`config.mk`:
```
export PLATFORM = sky130hd
export DESIGN_NAME = hazard_control_unit
export DESIGN_NICKNAME = d
export VERILOG_FILES = /design/src/rtl/hazard_control_unit.sv
export SDC_FILE = /design/constraint.sdc
export NUM_CORES = 1
export LEC_CHECK = 0
export ABC_AREA = 1
export CAP_MARGIN = 30
export CORE_ASPECT_RATIO = 1.1
export CORE_MARGIN = 8
export CORE_UTILIZATION = 50
export DETAILED_ROUTE_END_ITERATION = 12
export GPL_TIMING_DRIVEN = 0
export HOLD_SLACK_MARGIN = 0.05
export PLACE_DENSITY_LB_ADDON = 0.08
export SYNTH_ARGS = -nofsm -noshare
export SYNTH_HDL_FRONTEND = slang
export SYNTH_SLANG_ARGS = --single-unit
```
`constraint.sdc`:
```
create_clock -name clk -period 4.1 [get_ports clk]
set_input_delay 0.82 -clock clk [delete_from_list [all_inputs] [get_ports clk]]
set_output_delay 0.82 -clock clk [all_outputs]
set_load 0.05 [all_outputs]
```
`src/rtl/hazard_control_unit.sv`:
```
// Pipeline hazard controller: load-use stall, taken-branch flush and data-memory wait freeze,
// with a saturating stall counter and a sticky data-memory timeout flag.
//
// state      | meaning
// RUN        | no hazard on the previous cycle
// LOAD_STALL | previous cycle inserted a load-use bubble
// MEM_WAIT   | previous cycle froze the pipe waiting on data memory
// FLUSH      | previous cycle squashed the wrong-path fetch after a taken branch
module hazard_control_unit (
  input  logic        clk,
  input  logic        rst_n,
  input  logic [4:0]  IF_ID_RegisterRs,
  input  logic [4:0]  IF_ID_RegisterRt,
  input  logic        IF_ID_UsesRt,
  input  logic        ID_EX_MemRead,
  input  logic [4:0]  ID_EX_RegisterRt,
  input  logic        EX_BranchTaken,
  input  logic        EX_MEM_MemAccess,
  input  logic        DMem_Ready,
  output logic        PCWrite,
  output logic        IF_ID_Write,
  output logic        IF_ID_Flush,
  output logic        ID_EX_Bubble,
  output logic        Pipe_Freeze,
  output logic [1:0]  HazardState,
  output logic [15:0] StallCount,
  output logic        MemTimeout
);

  typedef enum logic [1:0] {
    RUN        = 2'b00,
    LOAD_STALL = 2'b01,
    MEM_WAIT   = 2'b10,
    FLUSH      = 2'b11
  } state_t;

  state_t      r_state;
  state_t      w_next;
  logic [15:0] r_stall_cnt;
  logic [7:0]  r_wait_cnt;
  logic        r_timeout;
  logic        w_mem_wait;
  logic        w_load_use;

  assign w_mem_wait = EX_MEM_MemAccess & ~DMem_Ready;
  assign w_load_use = ID_EX_MemRead && (ID_EX_RegisterRt != 5'd0) &&
                      ((ID_EX_RegisterRt == IF_ID_RegisterRs) ||
                       (IF_ID_UsesRt && (ID_EX_RegisterRt == IF_ID_RegisterRt)));

  // Next state depends only on the current conditions, never on r_state,
  // so stall and flush states last one cycle unless the hazard persists.
  always_comb begin
    PCWrite      = 1'b1;
    IF_ID_Write  = 1'b1;
    IF_ID_Flush  = 1'b0;
    ID_EX_Bubble = 1'b0;
    Pipe_Freeze  = 1'b0;
    w_next       = RUN;
    if (w_mem_wait) begin
      PCWrite     = 1'b0;
      IF_ID_Write = 1'b0;
      Pipe_Freeze = 1'b1;
      w_next      = MEM_WAIT;
    end else if (EX_BranchTaken) begin
      IF_ID_Flush  = 1'b1;
      ID_EX_Bubble = 1'b1;
      w_next       = FLUSH;
    end else if (w_load_use) begin
      PCWrite      = 1'b0;
      IF_ID_Write  = 1'b0;
      ID_EX_Bubble = 1'b1;
      w_next       = LOAD_STALL;
    end
  end

  always_ff @(posedge clk or negedge rst_n) begin
    if (!rst_n) begin
      r_state <= RUN;
    end else begin
      r_state <= w_next;
    end
  end

  always_ff @(posedge clk or negedge rst_n) begin
    if (!rst_n) begin
      r_stall_cnt <= 16'd0;
    end else if (!PCWrite && (r_stall_cnt != 16'hFFFF)) begin
      r_stall_cnt <= r_stall_cnt + 16'd1;
    end
  end

  // Timeout fires on the 256th consecutive wait edge, once the counter is already pinned at 255.
  always_ff @(posedge clk or negedge rst_n) begin
    if (!rst_n) begin
      r_wait_cnt <= 8'd0;
      r_timeout  <= 1'b0;
    end else if (w_mem_wait) begin
      if (r_wait_cnt != 8'hFF) begin
        r_wait_cnt <= r_wait_cnt + 8'd1;
      end else begin
        r_timeout <= 1'b1;
      end
    end else begin
      r_wait_cnt <= 8'd0;
    end
  end

  assign HazardState = r_state;
  assign StallCount  = r_stall_cnt;
  assign MemTimeout  = r_timeout;

endmodule

```
Yosys cells after proc, flatten, opt, wreduce, memory -nomap -nowiden

Index checks and enable logic that the tools add are counted.

Register bits: 27
Word-level logic and storage cells: 36
Output and inout bits: 24
Input port bits: 22

Equality and inequality tests: 5
Reduce and logical (&&, ||, !) cells: 8
Muxes and demuxes: 14
$add $sub $neg: 2
Bitwise operators: 3

Operators with widths:

| operator                | number |
|---|---|
| $add A16 B1 Y16 const B | 1 |
| $mux W8                 | 2 |
| $ne A16 B16 Y1 const B  | 1 |
| $eq A5 B5 Y1            | 2 |
| $mux W1                 | 10 |
| $add A8 B1 Y8 const B   | 1 |
| $ne A8 B8 Y1 const B    | 1 |
| $reduce_bool A5 Y1      | 1 |
| $logic_and A1 B1 Y1     | 4 |
| $mux W2                 | 2 |
| $ne A2 B1 Y1 const B    | 1 |
| $not A1 Y1              | 2 |
| $reduce_and A2 Y1       | 1 |
| $and A1 B1 Y1           | 1 |
| $logic_not A1 Y1        | 1 |
| $logic_or A1 B1 Y1      | 1 |

Longest topological paths before layout

Depth after elaboration: 9
Mapped depth: 12

Worst setup path after synthesis

No wires, ideal clock.

Path type: input -> output
Start point: input port ID_EX_RegisterRt[2]
End point: output port PCWrite
Stages on the path: 9
Arrival: 2.059 ns
Path buffers: 2
Path slack: 1.221 ns
Path through: nor3_1 > nand3_1 > nand2_1 > inv_1 > nand3_1 > nand2_2 > buf_6 > inv_1 > buf_4

Longest elaborated chain between the ends: 7
Elaborated cells on any way between the ends: 10
Classes of those cells: eq/ne: 2; mux: 3; reduce/logical: 5

RTL lines:

| item                    | line | source |
|---|---|---|
| from (decl)             | 16   | `input logic [4:0] ID_EX_RegisterRt,` |
| $eq A5 B5 Y1            | 48   | `(IF_ID_UsesRt && (ID_EX_RegisterRt == IF_ID_RegisterRt)));` |
| $logic_and A1 B1 Y1     | 48   |  |
| $logic_or A1 B1 Y1      | 47   | `((ID_EX_RegisterRt == IF_ID_RegisterRs) \|\|` |
| $logic_and A1 B1 Y1 *   | 46   | `assign w_load_use = ID_EX_MemRead && (ID_EX_RegisterRt != 5'd0) &&` |
| $mux W1 * (3 in series) | n/a  |  |
| to (decl)               | 20   | `output logic PCWrite,` |

Mark *: on every way between the ends. The rest lies on a longest branch, timed or not.

Worst setup path in the final report

Start point: input port ID_EX_RegisterRt[3]
End point: output port PCWrite

Longest elaborated chain between the ends: 7
Elaborated cells on any way between the ends: 10
Classes of those cells: eq/ne: 2; mux: 3; reduce/logical: 5

RTL lines:

| item                  | line | source |
|---|---|---|
| $eq A5 B5 Y1          | 48   |  |
| $logic_and A1 B1 Y1   | 48   |  |
| $logic_or A1 B1 Y1    | 47   |  |
| $logic_and A1 B1 Y1 * | 46   |  |
| $mux W1 *             | 68   | `end else if (w_load_use) begin` |
| $mux W1 *             | 64   | `end else if (EX_BranchTaken) begin` |
| $mux W1 *             | 59   | `if (w_mem_wait) begin` |

Marks and branches as above.

==> reports/results.txt <==
# placed instances = 343
Max Root-Sink Buffers = 2
WHS Endpoint = MemTimeout
Simple-gate share of the synthesized area = 37.6%
Asr flop ratio synth = 100%
Critical-path cell list = clkdlybuf4s50_1 > inv_2 > nand2_1 > nand2_1 > nor2_1 > nand3_1 > nand2_1 > nand3_1 > nand2_2 > buf_6 > inv_1 > buf_4 > clkdlybuf4s50_1
Worst R2R Path Depth = 10
#FFs+latches synth = 27
Cells after synthesis = 249
Post-synth EDFFs = 0
# DRC = 0
Worst hold path class = reg -> reg
Synth cell types = 25
Adder-cell share of the synthesized area = 1.43%
Top cells by area, synth = dfrtp_1 39%, nand2_1 17%, nand3_1 9.5%
Power Dens Cells = 288 mW/mm^2
FP Rows = 22
Mean Syn Cell Area = 7.00 sq um
Final hold viol count = 0
Post-synthesis mux area share = 0%
DRT iter0 DRCs = 85
Cell area after synthesis = 0.00174 sq mm
Max Cap Viol = 0
Clock H-tree levels = 1
Worst Setup Start Kind = input pin
Maximum vdd ir drop = 0.152 mV
Arr. time, crit path = 3010 ps
Post-CTS Setup Inserts = 0
I/O Buffers = 45
DR vias/cell = 4.63
Relative slew margins = 65.1%
WHS = 506 ps
Sequential share of the synthesized area = 38.7%
Leak Pwr = 1.19 nW
Synth-to-Final Area Change = 32.6%
Ys flop type = dfrtp_1
CP required = 3280 ps
Crit Reg-Reg Endpoint = StallCount[7]
Finished Core Util = 69.4%
Post-synthesis net count = 273
Setup_tns = 0 ps
Tcrit/Tclk final = 93.3%
I/O pins = 46
Critical path peak fanout = 10
Largest family of logic cells by synthesized area = simple AND/OR/NAND/NOR gates
Syn. warnings = 0
CTS hold repair buffers = 0
# clock sinks = 27
Fin crit period = 3830 ps
Starting Density = 52.4%
Avg WL per Cell = 10.6 um
DIE HEIGHT = 77.9 um
Most frequent CP cell = nand2_1
Post_cts resized = 0
Detail Route Antenna Nets = 0
Synth cell count leaders = 79 x nand2_1, 38 x inv_1, 33 x nand3_1
Largest net degree at the start of global routing = 20
Root Driver = clkbuf_4
Status = finished, final reports clean
Min-delay src = MemTimeout
Non-filler cells in the finished layout = 347
Most frequent cell after synthesis = nand2_1
Antenna violations before repair = 0
CTS tree = built
Total number of vias = 1606
Xor and xnor area share after synthesis = 6.03%
Setup CP Type = in -> out
Setup violators final = 0
Global placer's final weighted congestion = 0.827
CP Capture Type = output pin
Complex-gate fraction of the synthesized area = 4.09%
Worst path max stage delay = 690 ps
Hold depth = 2
1st-pass router iterations = 4
Clk_lat worst skew = 320 ps
Worst slew pin tran = 522 ps
Crit path max-delay cell type = clkdlybuf4s50_1
Fin Clk Skew = 1.75 ps
Core region area = 0.00333 sq mm
Chip width = 72.3 um
Count of pins over their slew limit = 0
Total congestion overflow = 0
TritonCTS buffer count = 3
Number of global-route vias before repair = 1564
Routed WL = 3680 um
Reg clk slew, reported paths = 150 ps
Fraction of final layout cells sized beyond drive strength 1 = 8.36%
RSZ-0062 raised after global routing = false
Fmax achieved = 0.261 GHz
Global router's overall resource usage = 13.6%
Final nets = 324
Worst r2r src = StallCount[0]
Inserted Diodes = 0
Dpl hpwl = 2980 um
Reg-to-reg slack, setup = 2450 ps
Die area = 0.00564 sq mm
Synth top area share = 38.7%
First-pass GRT wire length = 6510 um
Area leader, netlist = dfrtp_1
[layout make-up]
| type | count | area, sq um |
|---|---|---|
| fillers | 301 | 1020 |
| multi-input cells | 175 | 857 |
| flip-flops and latches | 27 | 676 |
| repair buffers | 46 | 478 |
| inverters | 41 | 154 |
| well taps | 48 | 60.1 |
| plain buffers | 6 | 57.6 |
| clock buffers | 3 | 22.5 |
| clock inverters | 1 | 7.51 |
[cell usage in the layout (no fill, tap or decap), drive strengths merged]
cell           netlist  layout
clkdlybuf4s50        0      45
ha                   2       2
a31oi                1       1
xnor2                4       4
a21oi                4       4
nand2               84      84
inv                 41      41
nand3b               1       1
nor2                24      24
clkbuf               0       3
o21ai                6       6
clkinvlp             0       1
xor2                 8       8
a211oi               2       2
nor3                 5       5
buf                  6       7
nand3               34      34
dfrtp               27      27
[logic make-up (layout without fill, tap and decap cells)]
family | count (synthesis) | in the layout
compound gates | 13 | 13
simple gates | 148 | 148
flops | 27 | 27
xor+xnor | 12 | 12
fa+ha+maj | 2 | 2
buf+inv | 47 | 97
[registers in the layout (all words and copies together) (netlist names)]
name,flops
MemTimeout,1
StallCount,16
r_wait_cnt,8
HazardState,2
[stage by stage]
stage | total power, mW | area (sq um) | setup slack, ps
after floorplan | 0.460 | 1740 | 1220
after global placement | 0.547 | 2250 | 269
after detailed placement | 0.554 | 2280 | 248
after CTS | 0.673 | 2310 | 243
after global routing | 0.698 | 2310 | 144
final | 0.665 | 2310 | 274
[critical path: cells and delay by family]
family	cells	cell delay, ps
buffers and inverters	6	1590
and+or+nand+nor	7	580
[worst max-delay path by stage]
stage	slack, ps	to	from
2_1_floorplan	1220	PCWrite	ID_EX_RegisterRt[2]
3_3_place_gp	270	PCWrite	ID_EX_RegisterRt[2]
3_5_place_dp	250	PCWrite	ID_EX_RegisterRt[3]
4_1_cts	240	PCWrite	ID_EX_RegisterRt[3]
5_1_grt	140	PCWrite	ID_EX_RegisterRt[2]
6_report	270	PCWrite	ID_EX_RegisterRt[3]
[routing by layer]
layer / part of all wire [%] / GRT usage (%) / routed length, um
met5: 0 / 0 / 0
met4: 0.68 / 3.07 / 25
met3: 4.9 / 3.47 / 182
met2: 50 / 25.0 / 1850
met1: 44 / 15.1 / 1630
[report_power, final]
part / switching, mW / internal [mW]
Clock: 0.0807 / 0.0372
Combinational: 0.144 / 0.0910
Sequential: 0.0261 / 0.286
Power figures use the tool's default switching activity.
